--- src/rtl/ir_sequencer.sv ---
// ----------------------------------------------------------------------------
// ir_sequencer
//   Multi-cycle fetch/decode/execute controller for the 16-bit accumulator CPU.
//   Holds PC and IR, addresses the combinational instruction memory, decodes
//   the 4-bit opcode plus 12-bit field and issues one-cycle ACC/ALU and
//   data-memory strobes to the datapath.
//
//   Optional build macro: IR_SEQ_STEP_EN
//     Adds the 'step' input and a PAUSE state entered after each instruction
//     (except STP); a step pulse resumes fetching.
//
// Ports
//   clk      : system clock, rising edge
//   rst_n    : asynchronous active-low reset
//   start    : one-cycle pulse, leaves IDLE/HALT and fetches from RESET_PC
//   step     : (IR_SEQ_STEP_EN only) releases PAUSE
//   ins      : instruction word for address ir_addr (same cycle)
//   acc_neg  : ACC[15], used by BAN
//   ir_addr  : instruction-memory address (PC)
//   dm_addr  : data-memory address (IR[11:0])
//   dm_re    : data-memory read strobe, data valid next cycle
//   dm_we    : data-memory write strobe (datapath writes ACC)
//   acc_clr/acc_com/acc_shr/acc_csl/acc_ld/acc_add : ACC operation strobes
//   halted   : high in HALT
//   illegal  : one-cycle pulse on an undefined opcode
//   state    : current FSM state (debug)
// ----------------------------------------------------------------------------
module ir_sequencer #(
    parameter logic [11:0] RESET_PC = 12'h000
) (
    input  logic        clk,
    input  logic        rst_n,
    input  logic        start,
`ifdef IR_SEQ_STEP_EN
    input  logic        step,
`endif
    input  logic [15:0] ins,
    input  logic        acc_neg,
    output logic [11:0] ir_addr,
    output logic [11:0] dm_addr,
    output logic        dm_re,
    output logic        dm_we,
    output logic        acc_clr,
    output logic        acc_com,
    output logic        acc_shr,
    output logic        acc_csl,
    output logic        acc_ld,
    output logic        acc_add,
    output logic        halted,
    output logic        illegal,
    output logic [2:0]  state
);

    localparam int OP_W = 4;

    typedef enum logic [2:0] {
        IDLE   = 3'd0,
        FETCH  = 3'd1,
        DECODE = 3'd2,
        EXEC   = 3'd3,
        WB     = 3'd4,
        HALT   = 3'd5
`ifdef IR_SEQ_STEP_EN
        ,
        PAUSE  = 3'd6
`endif
    } state_t;

    typedef enum logic [OP_W-1:0] {
        OP_CLA = 4'h0,
        OP_COM = 4'h1,
        OP_SHR = 4'h2,
        OP_CSL = 4'h3,
        OP_STP = 4'h4,
        OP_ADD = 4'h5,
        OP_STA = 4'h6,
        OP_LDA = 4'h7,
        OP_JMP = 4'h8,
        OP_BAN = 4'h9
    } op_t;

    // Where every instruction except STP goes after its last cycle.
`ifdef IR_SEQ_STEP_EN
    localparam state_t AFTER_INSTR = PAUSE;
`else
    localparam state_t AFTER_INSTR = FETCH;
`endif

    state_t           state_q, state_d;
    logic [11:0]      pc_q, pc_d;
    logic [15:0]      ir_q, ir_d;
    logic [OP_W-1:0]  opcode;
    logic [11:0]      field;

    assign opcode = ir_q[15 -: OP_W];
    assign field  = ir_q[11:0];

    always_ff @(posedge clk or negedge rst_n) begin
        if (!rst_n) begin
            state_q <= IDLE;
            pc_q    <= RESET_PC;
            ir_q    <= '0;
        end else begin
            state_q <= state_d;
            pc_q    <= pc_d;
            ir_q    <= ir_d;
        end
    end

    // Next-state / PC / IR update and strobe decode. Strobes depend only on
    // registered state and IR, so they are glitch-free and mutually exclusive.
    always_comb begin
        state_d = state_q;
        pc_d    = pc_q;
        ir_d    = ir_q;
        dm_re   = 1'b0;
        dm_we   = 1'b0;
        acc_clr = 1'b0;
        acc_com = 1'b0;
        acc_shr = 1'b0;
        acc_csl = 1'b0;
        acc_ld  = 1'b0;
        acc_add = 1'b0;
        illegal = 1'b0;

        case (state_q)
            IDLE, HALT: begin
                if (start) begin
                    state_d = FETCH;
                    pc_d    = RESET_PC;
                end
            end

            FETCH: begin
                ir_d    = ins;
                pc_d    = pc_q + 12'd1;
                state_d = DECODE;
            end

            DECODE: begin
                state_d = EXEC;
            end

            EXEC: begin
                state_d = AFTER_INSTR;
                case (opcode)
                    OP_CLA: acc_clr = 1'b1;
                    OP_COM: acc_com = 1'b1;
                    OP_SHR: acc_shr = 1'b1;
                    OP_CSL: acc_csl = 1'b1;
                    OP_STP: state_d = HALT;
                    OP_ADD: begin
                        dm_re   = 1'b1;
                        state_d = WB;
                    end
                    OP_STA: dm_we = 1'b1;
                    OP_LDA: begin
                        dm_re   = 1'b1;
                        state_d = WB;
                    end
                    OP_JMP: pc_d = field;
                    // PC already points past the BAN, so the offset is
                    // applied to PC-1 to make it relative to the BAN itself.
                    OP_BAN: begin
                        if (acc_neg) begin
                            pc_d = pc_q - 12'd1 + field;
                        end
                    end
                    default: illegal = 1'b1;
                endcase
            end

            WB: begin
                if (opcode == OP_ADD) begin
                    acc_add = 1'b1;
                end else begin
                    acc_ld = 1'b1;
                end
                state_d = AFTER_INSTR;
            end

`ifdef IR_SEQ_STEP_EN
            PAUSE: begin
                if (step) begin
                    state_d = FETCH;
                end
            end
`endif

            default: state_d = IDLE;
        endcase
    end

    assign ir_addr = pc_q;
    assign dm_addr = field;
    assign halted  = (state_q == HALT);
    assign state   = state_q;

endmodule

--- config.mk ---
export PLATFORM = sky130hd
export DESIGN_NAME = ir_sequencer
export DESIGN_NICKNAME = d
export VERILOG_FILES = /design/src/rtl/ir_sequencer.sv
export SDC_FILE = /design/constraint.sdc
export NUM_CORES = 1
export LEC_CHECK = 0
export BUFFER_PORTS_ARGS = -buffer_cell sky130_fd_sc_hd__buf_2
export CORE_MARGIN = 5
export CORE_UTILIZATION = 50
export DETAILED_ROUTE_END_ITERATION = 8
export PLACE_DENSITY_LB_ADDON = 0.3
export SYNTH_ARGS = -nofsm -noshare
export SYNTH_HDL_FRONTEND = slang
export SYNTH_SLANG_ARGS = --single-unit
--- constraint.sdc ---
create_clock -name clk -period 2.1 [get_ports clk]
set_input_delay 0.315 -clock clk [delete_from_list [all_inputs] [get_ports clk]]
set_output_delay 0.315 -clock clk [all_outputs]
set_load 0.02 [all_outputs]
# Word-level counts from Yosys, hierarchy flattened
# Index checks and enable logic that the tools add are counted.
[classes]
add_sub_neg = 3
multipliers = 0
n_div = 0
order_cmp = 0
n_eq_ne = 17
shift = 0
muxes = 25
bitwise_logic = 0
n_reduce_logical = 7
[op_table]
columns = ["cell", "n"]
rows = [
  ["case mux 12 bit (3 select lines)", 1],
  ["two-way mux 12 bit", 2],
  ["case mux 12 bit (2 select lines)", 1],
  ["two-way mux 1 bit", 18],
  ["equality test 4 x 3 -> 1 bit (second input constant)", 4],
  ["case mux 3 bit (5 select lines)", 1],
  ["adder 12 x 1 -> 12 bit (second input constant)", 1],
  ["adder 12 bit", 1],
  ["subtractor 12 x 1 -> 12 bit (second input constant)", 1],
  ["OR reduction 10 bit", 1],
  ["equality test 4 x 2 -> 1 bit (second input constant)", 2],
  ["equality test 4 bit (second input constant)", 2],
  ["equality test 3 x 2 -> 1 bit (second input constant)", 2],
  ["equality test 3 bit (second input constant)", 2],
  ["case mux 3 bit (2 select lines)", 1],
  ["equality test 4 x 1 -> 1 bit (second input constant)", 1],
  ["logical NOT 4 bit", 1],
  ["AND reduction 4 bit", 1],
  ["OR reduction 2 bit", 2],
  ["equality test 3 x 1 -> 1 bit (second input constant)", 1],
  ["logical NOT 3 bit", 1],
  ["two-way mux 3 bit", 1],
  ["!= test 3 x 2 -> 1 bit (second input constant)", 1],
  ["!= test 3 bit (second input constant)", 1],
  ["other kinds (2)", 2],
]
[word_totals]
regBits = 31
latchBits = 0
ramBits = 0
rom_bits = 0
word_cells = 55
mem_count = 0

# Depth between registers and ports, before layout
[depth]
word_depth = 5
mapped_depth = 12
mapped_depth_nobuf = 12

# Worst setup path after synthesis
# OpenSTA, ideal clock, no wires.
[synth_path]
path_kind = "flip-flop to flip-flop"
startpoint = "register pc_q[2], in the netlist ir_addr[2]"
endpoint = "register pc_q[8], in the netlist ir_addr[8]"
setup_time_ns = 0.122
t_arrival_ns = 2.318
slack_ns = -0.339
path_stages_with_launch = 11
path_buffers = 0
synth_period_minus_slack_ns = 2.439
cell_sequence = "dfrtp_1 -> inv_1 -> ha_1 -> inv_1 -> ha_1 -> a21oi_2 -> o2111ai_2 -> a31oi_2 -> xnor2_1 -> a211o_1 -> a32o_1"
[synth_via]
elab_chain_cells = 5
[synth_lines]
columns = ["element", "line_no", "rtl"]
rows = [
  ["start, declared", "90", "logic [11:0] pc_q, pc_d;"],
  ["start signal, assigned", "105", "pc_q <= pc_d;"],
  ["subtractor 12 x 1 -> 12 bit", "166", "pc_d = pc_q - 12'd1 + field;"],
  ["adder 12 bit", "166", ""],
  ["two-way mux 12 bit", "165", "if (acc_neg) begin"],
  ["case mux 12 bit (2 select lines)", "146", "case (opcode)"],
  ["case mux 12 bit (3 select lines) *", "126", "case (state_q)"],
]
# Mark *: on every way between the ends. The rest lies on a longest branch, timed or not. The select of a mux whose other input is x is not followed.
# A chain may end at the register's enable or synchronous reset.

# Worst setup path after layout
[layout_path]
startpoint = "register pc_q[1], in the netlist ir_addr[1]"
endpoint = "register pc_q[8], in the netlist ir_addr[8]"
# The elaborated chain is that of the path after synthesis.

==> metrics.md <==
| Metric | Value |
|---|---|
| Buf/Inv on CP | `3` |
| Actual slew at the worst max-slew pin | `720.9 ps` |
| Cell family with most CP delay | `compound AO/OA/AOI/OAI gates` |
| Initial drt markers | `171` |
| Vias per cell | `5.341` |
| Tmin final | `2277 ps` |
| Drt pass-1 iters | `4` |
| WP data required | `about 2300 ps` |
| Synthesized flop and latch total | `31` |
| Share of layout cells above drive strength 1 | `45.08%` |
| Register area share after synthesis | `a little under a third` |
| Clock root cell | `clkbuf_8` |
| Max-cap check violation count | `0` |
| RR Startpoint | `ir_addr[1]$_DFFE_PN0P_` |
| Fmax | `439.1 MHz` |
| Die area | `6663 um^2` |
| Yosys top cell by area | `dfrtp_1` |
| DRT Wirelength | `7.278 mm` |
| Number of flops mapped to enable cells by yosys | `0` |
| Mapped Area | `2565 um^2` |
| RSZ-0062 raised after global routing | `true` |
| Final Hold Vio Count | `0` |
| Clk sinks | `31` |
| Gp weighted congestion | `0.9209` |
| Die Wd | `81.63 um` |
| Post-route setup slack | `-177.2 ps` |
| Unique masters post-synth | `61` |
| RR Endpoint | `ir_addr[8]$_DFFE_PN0P_` |
| Avg Cell Area, Syn | `8.091 um^2` |
| CP startpoint kind | `flop` |
| Setup crit end kind | `flop` |
| Syn. warnings | `0` |
| Placed wire-length estimate | `5.049 mm` |
| Setup WS pre-CTS | `-251.9 ps` |
| Max Root-Sink Buffers | `2` |
| FFs w/ async S/R, synth | `100.0%` |
| First-pass GRT wire length | `11.64 mm` |
| H-tree Lvls | `2` |
| Core area | `approximately 5000 um^2` |
| Skew final | `about 5.8 ps` |
| Most used DFF post-synth | `dfrtp_1` |
| Worst path slowest cell | `dfrtp_2` |
| Setup_tns | `-704.5 ps` |
| Starting density of the core | `50.87%` |
| Port bufs | `56` |
| Most frequent cells in the layout | `59 x buf_4, 56 x buf_2, 46 x nand2_1` |
| Hold Path Class | `input port to async pin` |
| Period utilization | `108.4%` |
| Vias | `2601` |
| Synthesis-to-finish area growth | `37.56%` |
| Insertion delay to the later sink of the worst-skew pair | `290 ps` |
| Grt total ovfl | `0` |
| Clk slew on worst S/H paths | `70 ps` |
| CTS tree | `yes` |
| I/O Pins | `between 50 and 60` |
| Crit-path max cell delay | `around 370 ps` |
| Final setup viols | `7` |
| Arrival time at the worst endpoint | `2450 ps` |
| Drt drc | `0` |
| Final net count | `459` |
| Slew Limit Fails | `0` |
| Cells after Synth | `317` |
| Critical path class | `flop to flop` |
| Worst rel slew slack | `between 50% and 60%` |
| Status | `complete, but fails checks` |
| Most common cell after layout, fill and taps aside | `buf_4` |
| Failing checks | `setup timing` |
| Synth area leaders | `dfrtp_1 30%, ha_1 11%, inv_1 6.7%, nand2_1 6.7%, o21ai_0 5.7%` |
| Worst-path cell chain | `inv_2 -> ha_4 -> inv_2 -> ha_4 -> buf_4 -> a21oi_4 -> o2111ai_4 -> a31oi_4 -> xnor2_2 -> a211o_1 -> a32o_1` |
| Cts bufs inserted | `5` |
| Post-synth top area share | `around 30%` |
| Die H | `~82 um` |
| GRT Total Usage | `22.44%` |
| Drt wl/cell | `about 15 um` |
| Row count | `26` |
| Post-route ant nets | `0` |
| Syn nets | `between 300 and 400` |
| R2R Setup Slk | `-180 ps` |
| R2r worst-path depth | `11` |
| Vias in the first global route | `about 2600` |
| Largest net degree at the start of global routing | `32` |
| CP Max Fanout | `2` |
| Antenna violations before repair | `0` |
| Diodes inserted | `0` |
synthesized netlist by cell type (all sizes together) (4+ instances only):
cell type / instances
a21oi: 14
a31oi: 5
buf: 19
clkbuf: 5
dfrtp: 31
ha: 22
inv: 47
nand2: 47
nand3: 8
nor2: 16
nor3: 6
nor3b: 4
nor4: 4
o21ai: 30
xnor2: 9
kinds of logic after synthesis:
logic type               after synthesis  synth area share, %
AO/OA/AOI/OAI                         79                21.12
XOR/XNOR                              11                3.756
adder cells (fa/ha/maj)               24                11.95
buffers and inverters                 71                13.66
flip-flops                            31                30.24
AND/OR/NAND/NOR                      101                19.27
per-layer routing:
layer / global-route usage (%) / routed length [um]
met1: 27.24 / 3007
met2: 39.25 / 3561
met3: 4.386 / 521
met4: 8.306 / 188
met5: 0 / 0
flip-flops by register name (all words and copies together) (netlist names):
register	flops
ir_addr	12
ir_q	16
state	3
worst register-to-register path, cell delays in order, from the launching register on:
cell	delay [ps]
dfrtp_2	370
inv_2	50
ha_4	260
inv_2	40
ha_4	150
buf_4	130
a21oi_4	160
o2111ai_4	170
a31oi_4	220
xnor2_2	80
a211o_1	270
a32o_1	260
stage by stage:
step | cell area (um^2) | util (%) | instances | hold WS (ps)
detailed placement | 3156 | 62.58 | 463 | 422.1
CTS | 3383 | 67.10 | 478 | 117.5
global route | 3528 | 69.98 | 487 | 146.8
global placement | 3156 | 62.58 | 463 | 418.1
floorplan | 2613 | - | 317 | 19.41
finish | 3528 | 69.98 | 487 | 75.47
area by class of cell:
type	instances	area, um^2
tap	70	87.58
inverter	47	176.4
timing repair buffer	116	743.2
sequential	31	787.0
fill	392	1514
multi-input combinational	215	1650
clock inverter	3	15.01
clock buffer	5	68.82
timing repair:
item	CTS	global route
resized for setup	19	19
pin swaps	14	12
hold buffers	0	0
setup buffers	7	9
endpoints found under the setup margin	8	14
worst max-delay path by stage:
stage	from	endpoint	slack [ps]	depth (start not counted)
floorplan	ir_addr[1]$_DFFE_PN0P_	ir_addr[11]$_DFFE_PN0P_	-190	12
global route	ir_addr[1]$_DFFE_PN0P_	ir_addr[8]$_DFFE_PN0P_	-250	11
finish	ir_addr[1]$_DFFE_PN0P_	ir_addr[8]$_DFFE_PN0P_	-180	11
detailed placement	ir_q[1]$_DFFE_PN0P_	ir_addr[11]$_DFFE_PN0P_	-250	12
global placement	ir_q[1]$_DFFE_PN0P_	ir_addr[11]$_DFFE_PN0P_	-190	12
CTS	ir_addr[1]$_DFFE_PN0P_	ir_addr[11]$_DFFE_PN0P_	-110	12
Power is left out: the tool's default activity adds up to more than one toggle a clock period on the data nets, which glitch-free logic cannot reach.
